<file path="src/rtl/dm_store_pkg.sv">
// Shared CPU store definitions: op encodings, byte-enable constants and the
// store-buffer entry layout used by the store and load-extension paths.
package dm_store_pkg;

  typedef enum logic [1:0] {
    OP_SW   = 2'b00,
    OP_SB   = 2'b01,
    OP_SH   = 2'b10,
    OP_RSVD = 2'b11
  } store_op_e;

  localparam logic [3:0] BE_WORD    = 4'b1111;
  localparam logic [3:0] BE_HALF_LO = 4'b0011;
  localparam logic [3:0] BE_HALF_HI = 4'b1100;
  localparam logic [3:0] BE_BYTE0   = 4'b0001;

  typedef struct packed {
    logic [31:0] addr;
    logic [31:0] wdata;
    logic [3:0]  be;
  } store_entry_t;

endpackage

</file>
<file path="src/rtl/dm_store_if.sv">
// Request bus from the MEM stage and write bus toward data memory.
// Both sides use valid/ready: a transfer happens on a rising clk edge where
// valid && ready; valid must not depend on ready, and payload holds while valid && !ready.
interface dm_store_if;
  logic        req_valid;
  logic        req_ready;
  logic [1:0]  req_op;
  logic [31:0] req_addr;
  logic [31:0] req_data;
  logic        mem_valid;
  logic        mem_ready;
  logic [31:0] mem_addr;
  logic [31:0] mem_wdata;
  logic [3:0]  mem_be;

  modport master (
    output req_valid, req_op, req_addr, req_data, mem_ready,
    input  req_ready, mem_valid, mem_addr, mem_wdata, mem_be
  );

  modport slave (
    input  req_valid, req_op, req_addr, req_data, mem_ready,
    output req_ready, mem_valid, mem_addr, mem_wdata, mem_be
  );
endinterface

</file>
<file path="src/rtl/store_align.sv">
// Combinational store lane alignment: legality check, lane replication and
// byte enables for sw/sh/sb.
module store_align
  import dm_store_pkg::*;
(
  input  logic [1:0]   op,
  input  logic [31:0]  addr,
  input  logic [31:0]  data,
  output logic         legal,
  output store_entry_t entry
);

  always_comb begin
    legal       = 1'b0;
    entry.addr  = {addr[31:2], 2'b00};
    entry.wdata = data;
    entry.be    = BE_WORD;
    case (store_op_e'(op))
      OP_SW: legal = (addr[1:0] == 2'b00);
      OP_SB: begin
        legal       = 1'b1;
        entry.wdata = {4{data[7:0]}};
        entry.be    = BE_BYTE0 << addr[1:0];
      end
      OP_SH: begin
        legal       = !addr[0];
        entry.wdata = {2{data[15:0]}};
        entry.be    = addr[1] ? BE_HALF_HI : BE_HALF_LO;
      end
      default: legal = 1'b0;
    endcase
  end

endmodule

</file>
<file path="src/rtl/dm_store.sv">
// Store buffer between the MEM stage and data memory: FIFO of aligned stores,
// misalignment exception flag and a pending-store word-address hit check.
module dm_store
  import dm_store_pkg::*;
#(
  parameter int DEPTH = 2
) (
  input  logic        clk,
  input  logic        reset,
  dm_store_if.slave   bus,
  output logic        exc,
  input  logic [31:0] chk_addr,
  output logic        chk_hit,
  output logic        empty
);

  localparam int PW = $clog2(DEPTH);

  store_entry_t      ent_q [DEPTH];
  logic [DEPTH-1:0]  vld_q;
  logic [PW-1:0]     wr_ptr, rd_ptr;
  logic [PW:0]       count;
  logic              exc_q;

  logic              legal;
  store_entry_t      new_ent;
  logic              full, req_fire, enq, deq, hit;

  store_align u_align (
    .op    (bus.req_op),
    .addr  (bus.req_addr),
    .data  (bus.req_data),
    .legal (legal),
    .entry (new_ent)
  );

  // Readiness comes only from registered count so a same-cycle drain never
  // opens a slot early.
  assign full          = (count == (PW+1)'(DEPTH));
  assign empty         = (count == '0);
  assign bus.req_ready = !full;
  assign req_fire      = bus.req_valid && bus.req_ready;
  assign enq           = req_fire && legal;
  assign deq           = bus.mem_valid && bus.mem_ready;

  assign bus.mem_valid = !empty;
  assign bus.mem_addr  = ent_q[rd_ptr].addr;
  assign bus.mem_wdata = ent_q[rd_ptr].wdata;
  assign bus.mem_be    = ent_q[rd_ptr].be;
  assign exc           = exc_q;

  always_ff @(posedge clk or posedge reset) begin
    if (reset) begin
      for (int i = 0; i < DEPTH; i++) ent_q[i] <= '0;
      vld_q  <= '0;
      wr_ptr <= '0;
      rd_ptr <= '0;
      count  <= '0;
      exc_q  <= 1'b0;
    end else begin
      exc_q <= req_fire && !legal;
      if (deq) begin
        vld_q[rd_ptr] <= 1'b0;
        rd_ptr        <= rd_ptr + PW'(1);
      end
      if (enq) begin
        ent_q[wr_ptr] <= new_ent;
        vld_q[wr_ptr] <= 1'b1;
        wr_ptr        <= wr_ptr + PW'(1);
      end
      case ({enq, deq})
        2'b10:   count <= count + (PW+1)'(1);
        2'b01:   count <= count - (PW+1)'(1);
        default: count <= count;
      endcase
    end
  end

  // Stored addresses already have bits [1:0] cleared; only the word index matters.
  wire unused_chk_low = ^chk_addr[1:0];

  always_comb begin
    hit = 1'b0;
    for (int i = 0; i < DEPTH; i++) begin
      if (vld_q[i] && (ent_q[i].addr[31:2] == chk_addr[31:2])) hit = 1'b1;
    end
  end

  assign chk_hit = hit;

endmodule

</file>
<file path="src/flat_wrapper.sv">
// flat-port wrapper written by rule: the top's interface ports become plain ports
module dm_store_flat import dm_store_pkg::*;
#(
  parameter int DEPTH = 2
)
  (clk, reset, exc, chk_addr, chk_hit, empty, bus_req_valid, bus_req_op, bus_req_addr, bus_req_data, bus_mem_ready, bus_req_ready, bus_mem_valid, bus_mem_addr, bus_mem_wdata, bus_mem_be);
  dm_store_if bus_i ();
  input  logic clk;
  input  logic reset;
  output logic exc;
  input  logic [31:0] chk_addr;
  output logic chk_hit;
  output logic empty;
  input wire logic [$bits(bus_i.req_valid)-1:0] bus_req_valid;
  input wire logic [$bits(bus_i.req_op)-1:0] bus_req_op;
  input wire logic [$bits(bus_i.req_addr)-1:0] bus_req_addr;
  input wire logic [$bits(bus_i.req_data)-1:0] bus_req_data;
  input wire logic [$bits(bus_i.mem_ready)-1:0] bus_mem_ready;
  output wire logic [$bits(bus_i.req_ready)-1:0] bus_req_ready;
  output wire logic [$bits(bus_i.mem_valid)-1:0] bus_mem_valid;
  output wire logic [$bits(bus_i.mem_addr)-1:0] bus_mem_addr;
  output wire logic [$bits(bus_i.mem_wdata)-1:0] bus_mem_wdata;
  output wire logic [$bits(bus_i.mem_be)-1:0] bus_mem_be;
  assign bus_i.req_valid = bus_req_valid;
  assign bus_i.req_op = bus_req_op;
  assign bus_i.req_addr = bus_req_addr;
  assign bus_i.req_data = bus_req_data;
  assign bus_i.mem_ready = bus_mem_ready;
  assign bus_req_ready = bus_i.req_ready;
  assign bus_mem_valid = bus_i.mem_valid;
  assign bus_mem_addr = bus_i.mem_addr;
  assign bus_mem_wdata = bus_i.mem_wdata;
  assign bus_mem_be = bus_i.mem_be;
  dm_store #(.DEPTH(DEPTH)) u_core (.clk(clk), .reset(reset), .bus(bus_i), .exc(exc), .chk_addr(chk_addr), .chk_hit(chk_hit), .empty(empty));
endmodule
</file>
<file path="config.mk">
export PLATFORM = sky130hd
export DESIGN_NAME = dm_store_flat
export DESIGN_NICKNAME = d
export VERILOG_FILES = /design/src/rtl/dm_store_pkg.sv /design/src/rtl/dm_store_if.sv /design/src/rtl/store_align.sv /design/src/rtl/dm_store.sv /design/src/flat_wrapper.sv
export SDC_FILE = /design/constraint.sdc
export NUM_CORES = 1
export LEC_CHECK = 0
export CORE_MARGIN = 3
export CORE_UTILIZATION = 32
export CTS_CLUSTER_SIZE = 20
export DETAILED_ROUTE_END_ITERATION = 8
export DONT_BUFFER_PORTS = 1
export GPL_ROUTABILITY_DRIVEN = 0
export SLEW_MARGIN = 25
export SYNTH_ARGS = -nofsm -noshare
export SYNTH_HDL_FRONTEND = slang
export SYNTH_SLANG_ARGS = --single-unit
</file>
<file path="constraint.sdc">
create_clock -name clk -period 11.3 [get_ports clk]
set_input_delay 1.13 -clock clk [delete_from_list [all_inputs] [get_ports clk]]
set_output_delay 1.13 -clock clk [all_outputs]
set_load 0.03 [all_outputs]
</file>
==> flow_summary.html <==
<table>
<tr><th>Metric</th><th>Value</th></tr>
<tr><th colspan="2">STA</th></tr>
<tr><td>Total of endpoints with negative setup slack in the final report</td><td>0</td></tr>
<tr><td>Maximum operating frequency</td><td>0.265 GHz</td></tr>
<tr><td>Worst-Margin Slew</td><td>905 ps</td></tr>
<tr><td>Final worst-path cycle share</td><td>33.4%</td></tr>
<tr><td>Post-route setup TNS</td><td>0 ps</td></tr>
<tr><td>Final-report max-slew violation count</td><td>0</td></tr>
<tr><td>Final hold slack</td><td>480 ps</td></tr>
<tr><td>Max-slew headroom</td><td>39.7%</td></tr>
<tr><td>Worst Skew</td><td>8.37 ps</td></tr>
<tr><td>Final Hold Viols</td><td>0</td></tr>
<tr><td>Final Critical Period</td><td>3780 ps</td></tr>
<tr><td>RSZ-0062 raised after global routing</td><td>false</td></tr>
<tr><th colspan="2">Die</th></tr>
<tr><td>Die footprint</td><td>24300 um^2</td></tr>
<tr><td>Y dimension of the die</td><td>156 um</td></tr>
<tr><td>Boundary Pins</td><td>175</td></tr>
<tr><td>Floorplan Core Area</td><td>22000 um^2</td></tr>
<tr><td>FP Rows</td><td>54</td></tr>
<tr><td>Horizontal die dimension</td><td>156 um</td></tr>
<tr><td>Effective utilization at floorplan</td><td>32.7%</td></tr>
<tr><th colspan="2">Clock network</th></tr>
<tr><td>Buffers inserted by post-CTS timing repair</td><td>0</td></tr>
<tr><td>Clock Sink Count</td><td>139</td></tr>
<tr><td>TritonCTS clock tree</td><td>done</td></tr>
<tr><td>Clock latency on the worst-skew pair</td><td>410 ps</td></tr>
<tr><td>Maximum buffer depth of the clock tree</td><td>2</td></tr>
<tr><td>Root buf cell</td><td>sky130_fd_sc_hd__clkbuf_16</td></tr>
<tr><td>CTS Hold Buffers Added</td><td>0</td></tr>
<tr><td>Number of H-tree levels</td><td>4</td></tr>
<tr><td>Post-CTS Resized</td><td>0</td></tr>
<tr><td>Clock transition time at the flip-flop clock pins of the worst setup and hold paths</td><td>60 ps</td></tr>
<tr><td>Total CTS buffers</td><td>17</td></tr>
<tr><th colspan="2">Hold path</th></tr>
<tr><td>Class of the worst hold path</td><td>reg -&gt; reg</td></tr>
<tr><th colspan="2">Synthesis</th></tr>
<tr><td>Yosys synthesis warning count</td><td>0</td></tr>
<tr><td>Mux share of post-synthesis cell area</td><td>31.1%</td></tr>
<tr><td>Compound-gate portion of the synthesized area</td><td>4.79%</td></tr>
<tr><td>Simple logic cell fraction of the synthesized area</td><td>3.35%</td></tr>
<tr><td>Post-synthesis adder-cell area fraction</td><td>0.871%</td></tr>
<tr><td>Mapped Area</td><td>7180 um^2</td></tr>
<tr><td>Number of synthesized register bits</td><td>139</td></tr>
<tr><td>Avg Inst Size Synth</td><td>13.0 um^2</td></tr>
<tr><td>Post-synthesis cell type with the largest combined area</td><td>sky130_fd_sc_hd__dfrtp_1</td></tr>
<tr><td>Gate Count Post-Synth</td><td>551</td></tr>
<tr><td>Xor/xnor share of the synthesized area</td><td>7.93%</td></tr>
<tr><td>Top cell type's share of synthesized area</td><td>48.4%</td></tr>
<tr><td>Share of synthesized area occupied by flip-flops and latches</td><td>48.4%</td></tr>
<tr><td>Dominant combinational cell family by area after synthesis</td><td>multiplexers</td></tr>
<tr><td>Unique masters post-synth</td><td>34</td></tr>
<tr><td>Biggest area contributors in the synthesized netlist</td><td>sky130_fd_sc_hd__dfrtp_1 (48%), sky130_fd_sc_hd__mux2_2 (22%), sky130_fd_sc_hd__mux2_1 (9.1%)</td></tr>
<tr><th colspan="2">Power</th></tr>
<tr><td>Fraction of power consumed by combinational cells</td><td>42.6%</td></tr>
<tr><td>Sequential fraction of design power</td><td>35.0%</td></tr>
<tr><td>Power density over the cells</td><td>332 nW/um^2</td></tr>
<tr><td>Worst supply voltage drop on vdd</td><td>0.000136 V</td></tr>
<tr><td>Switching Fraction</td><td>41.1%</td></tr>
<tr><td>Lkg Pwr</td><td>3.36 nW</td></tr>
<tr><td>Int Power</td><td>1.57 mW</td></tr>
<tr><td>Fraction of power consumed by the clock network</td><td>22.4%</td></tr>
<tr><td>Net load switching power</td><td>1.10 mW</td></tr>
<tr><th colspan="2">Placed design</th></tr>
<tr><td>Count of buffers inserted at the top-level ports</td><td>0</td></tr>
<tr><td>Hpwl dp</td><td>13000 um</td></tr>
<tr><td>Placed Instances</td><td>807</td></tr>
<tr><th colspan="2">Layout</th></tr>
<tr><td>Filler cell count</td><td>2091</td></tr>
<tr><td>Number of standard cells in the final layout excluding fillers</td><td>839</td></tr>
<tr><td>Area added between synthesis and finish</td><td>12.0%</td></tr>
<tr><td>Total number of nets in the final design</td><td>653</td></tr>
<tr><td>Ant. Diodes</td><td>0</td></tr>
<tr><td>Share of cells above drive strength 1</td><td>32.6%</td></tr>
<tr><td>Final cell utilization of the core</td><td>36.6%</td></tr>
<tr><th colspan="2">Detailed routing</th></tr>
<tr><td>Final routed wire length divided by cell count</td><td>21.4 um</td></tr>
<tr><td>Total number of vias</td><td>4282</td></tr>
<tr><td>Starting DRC count in detailed routing</td><td>254</td></tr>
<tr><td>Vias/cell</td><td>5.10</td></tr>
<tr><td>Detailed-route DRC error count</td><td>0</td></tr>
<tr><td>Antenna-violating nets left</td><td>0</td></tr>
<tr><td>First-pass iteration count of the detailed router</td><td>4</td></tr>
<tr><td>Routed wire length</td><td>17900 um</td></tr>
<tr><th colspan="2">Worst setup path</th></tr>
<tr><td>Cell breakdown of the critical path</td><td>xnor2_1 -&gt; nand4_1 -&gt; or4_1 -&gt; o22ai_1</td></tr>
<tr><td>CP endpoint kind</td><td>output pin</td></tr>
<tr><td>Crit path launch type</td><td>input pin</td></tr>
<tr><td>Worst Path Buf+Inv</td><td>0</td></tr>
<tr><td>Worst stage delay on the critical path</td><td>590 ps</td></tr>
<tr><td>Crit path max-delay family</td><td>simple AND/OR/NAND/NOR gates</td></tr>
<tr><td>CP required</td><td>10170 ps</td></tr>
<tr><td>Critical path data arrival time</td><td>2650 ps</td></tr>
<tr><td>Critical-path maximum fanout</td><td>2</td></tr>
<tr><td>Critical path class</td><td>in -&gt; out</td></tr>
<tr><td>Slowest stage cell, crit path</td><td>sky130_fd_sc_hd__o22ai_1</td></tr>
<tr><th colspan="2">Run</th></tr>
<tr><td>Max-cap violations</td><td>0</td></tr>
<tr><th colspan="2">Global routing</th></tr>
<tr><td>Total congestion overflow</td><td>0</td></tr>
<tr><td>Pin count of the biggest net entering global routing</td><td>76</td></tr>
<tr><td>Vias in the first global route</td><td>4688</td></tr>
<tr><td>Total track usage</td><td>14.9%</td></tr>
<tr><td>Antenna violations before repair</td><td>0</td></tr>
<tr><td>Global-route wire length before repair</td><td>27600 um</td></tr>
<tr><th colspan="2">Status</th></tr>
<tr><td>Run status</td><td>finished clean</td></tr>
</table>
-- final timing paths --
kind | startpoint | endpoint | slack, ps | cells past startpoint
min | u_core.ent_q[34] | u_core.ent_q[34] | 480 | 1
min in group asynchronous | reset | u_core.ent_q[123] | 670 | 1
max reg2reg | u_core.count[0] | u_core.ent_q[51] | 8700 | 5
max | chk_addr[11] | chk_hit | 7520 | 4
max in group asynchronous | reset | u_core.rd_ptr | 9190 | 2
min reg2reg | u_core.ent_q[34] | u_core.ent_q[34] | 480 | 1
-- Yosys cell counts (all sizes together) --
library cell,number
buf,24
a21oi,11
o21a,1
and2,1
nand2b,3
o22ai,1
nor4,6
a22o,8
nor2,10
clkbuf,7
o21ai,15
a2111oi,2
or2,1
nor2b,1
mux2,198
nor3,2
nand4,10
ha,5
or4,2
conb,1
inv,18
a21o,1
xor2,31
a211oi,1
nand2,10
a22oi,8
xnor2,34
dfrtp,139
-- flip-flops by register name, indices dropped and copies added, names as in the netlist --
| register | count |
|---|---|
| u_core.count | 2 |
| u_core.ent_q | 132 |
| u_core.exc | 1 |
| u_core.rd_ptr | 1 |
| u_core.vld_q | 2 |
| u_core.wr_ptr | 1 |
-- power by group through the flow --
| stage | Combinational, mW | Sequential [mW] | Clock, mW |
|---|---|---|---|
| 2_1_floorplan | 1.01 | 0.870 | 0 |
| 3_3_place_gp | 1.14 | 0.921 | 0 |
| 3_5_place_dp | 1.15 | 0.940 | 0 |
| 4_1_cts | 1.16 | 0.934 | 0.616 |
| 5_1_grt | 1.22 | 0.966 | 0.639 |
| 6_report | 1.14 | 0.935 | 0.598 |
-- cells by family after synthesis --
family / after synthesis
AO/OA/AOI/OAI: 48
XOR/XNOR: 65
adder cells (fa/ha/maj): 5
buffers and inverters: 49
flip-flops: 139
multiplexers: 198
other: 1
AND/OR/NAND/NOR: 46
-- layout by cell type, fill, tap and decap left out, types with 11 or more instances in the layout --
cell type	n
sky130_fd_sc_hd__xnor2_1	34
sky130_fd_sc_hd__mux2_2	140
sky130_fd_sc_hd__xor2_1	31
sky130_fd_sc_hd__o21ai_0	14
sky130_fd_sc_hd__inv_1	17
sky130_fd_sc_hd__dfrtp_1	138
sky130_fd_sc_hd__clkbuf_16	17
sky130_fd_sc_hd__mux2_1	58
sky130_fd_sc_hd__a21oi_1	11
-- layout make-up --
cell class | instances | area [um^2] | area share (%)
Tap cell | 280 | 350 | 4.36
Clock inverter | 10 | 163 | 2.02
Timing Repair Buffer | 6 | 45.0 | 0.560
Sequential cell | 139 | 3480 | 43.3
Clock buffer | 22 | 474 | 5.90
Multi-Input combinational cell | 364 | 3450 | 43.0
Inverter | 18 | 72.6 | 0.903
-- per-stage QoR --
stage | instance area, um^2 | worst slack, ps | total power, mW
3_5_place_dp | 7400 | 7500 | 2.09
2_1_floorplan | 7180 | 6450 | 1.88
5_1_grt | 8040 | 7460 | 2.82
3_3_place_gp | 7400 | 7480 | 2.06
4_1_cts | 8040 | 7490 | 2.71
6_report | 8040 | 7520 | 2.67
-- metal layers --
layer  vias to the layer above  share of wire (%)  track usage [%]
li1                       1942                  -                -
met1                      2147                 41             17.8
met2                       173                 46             24.0
met3                        20                 11             6.77
met4                         0                1.9             5.00
met5                         -                  0                0
(Power assumes the default switching activity.)
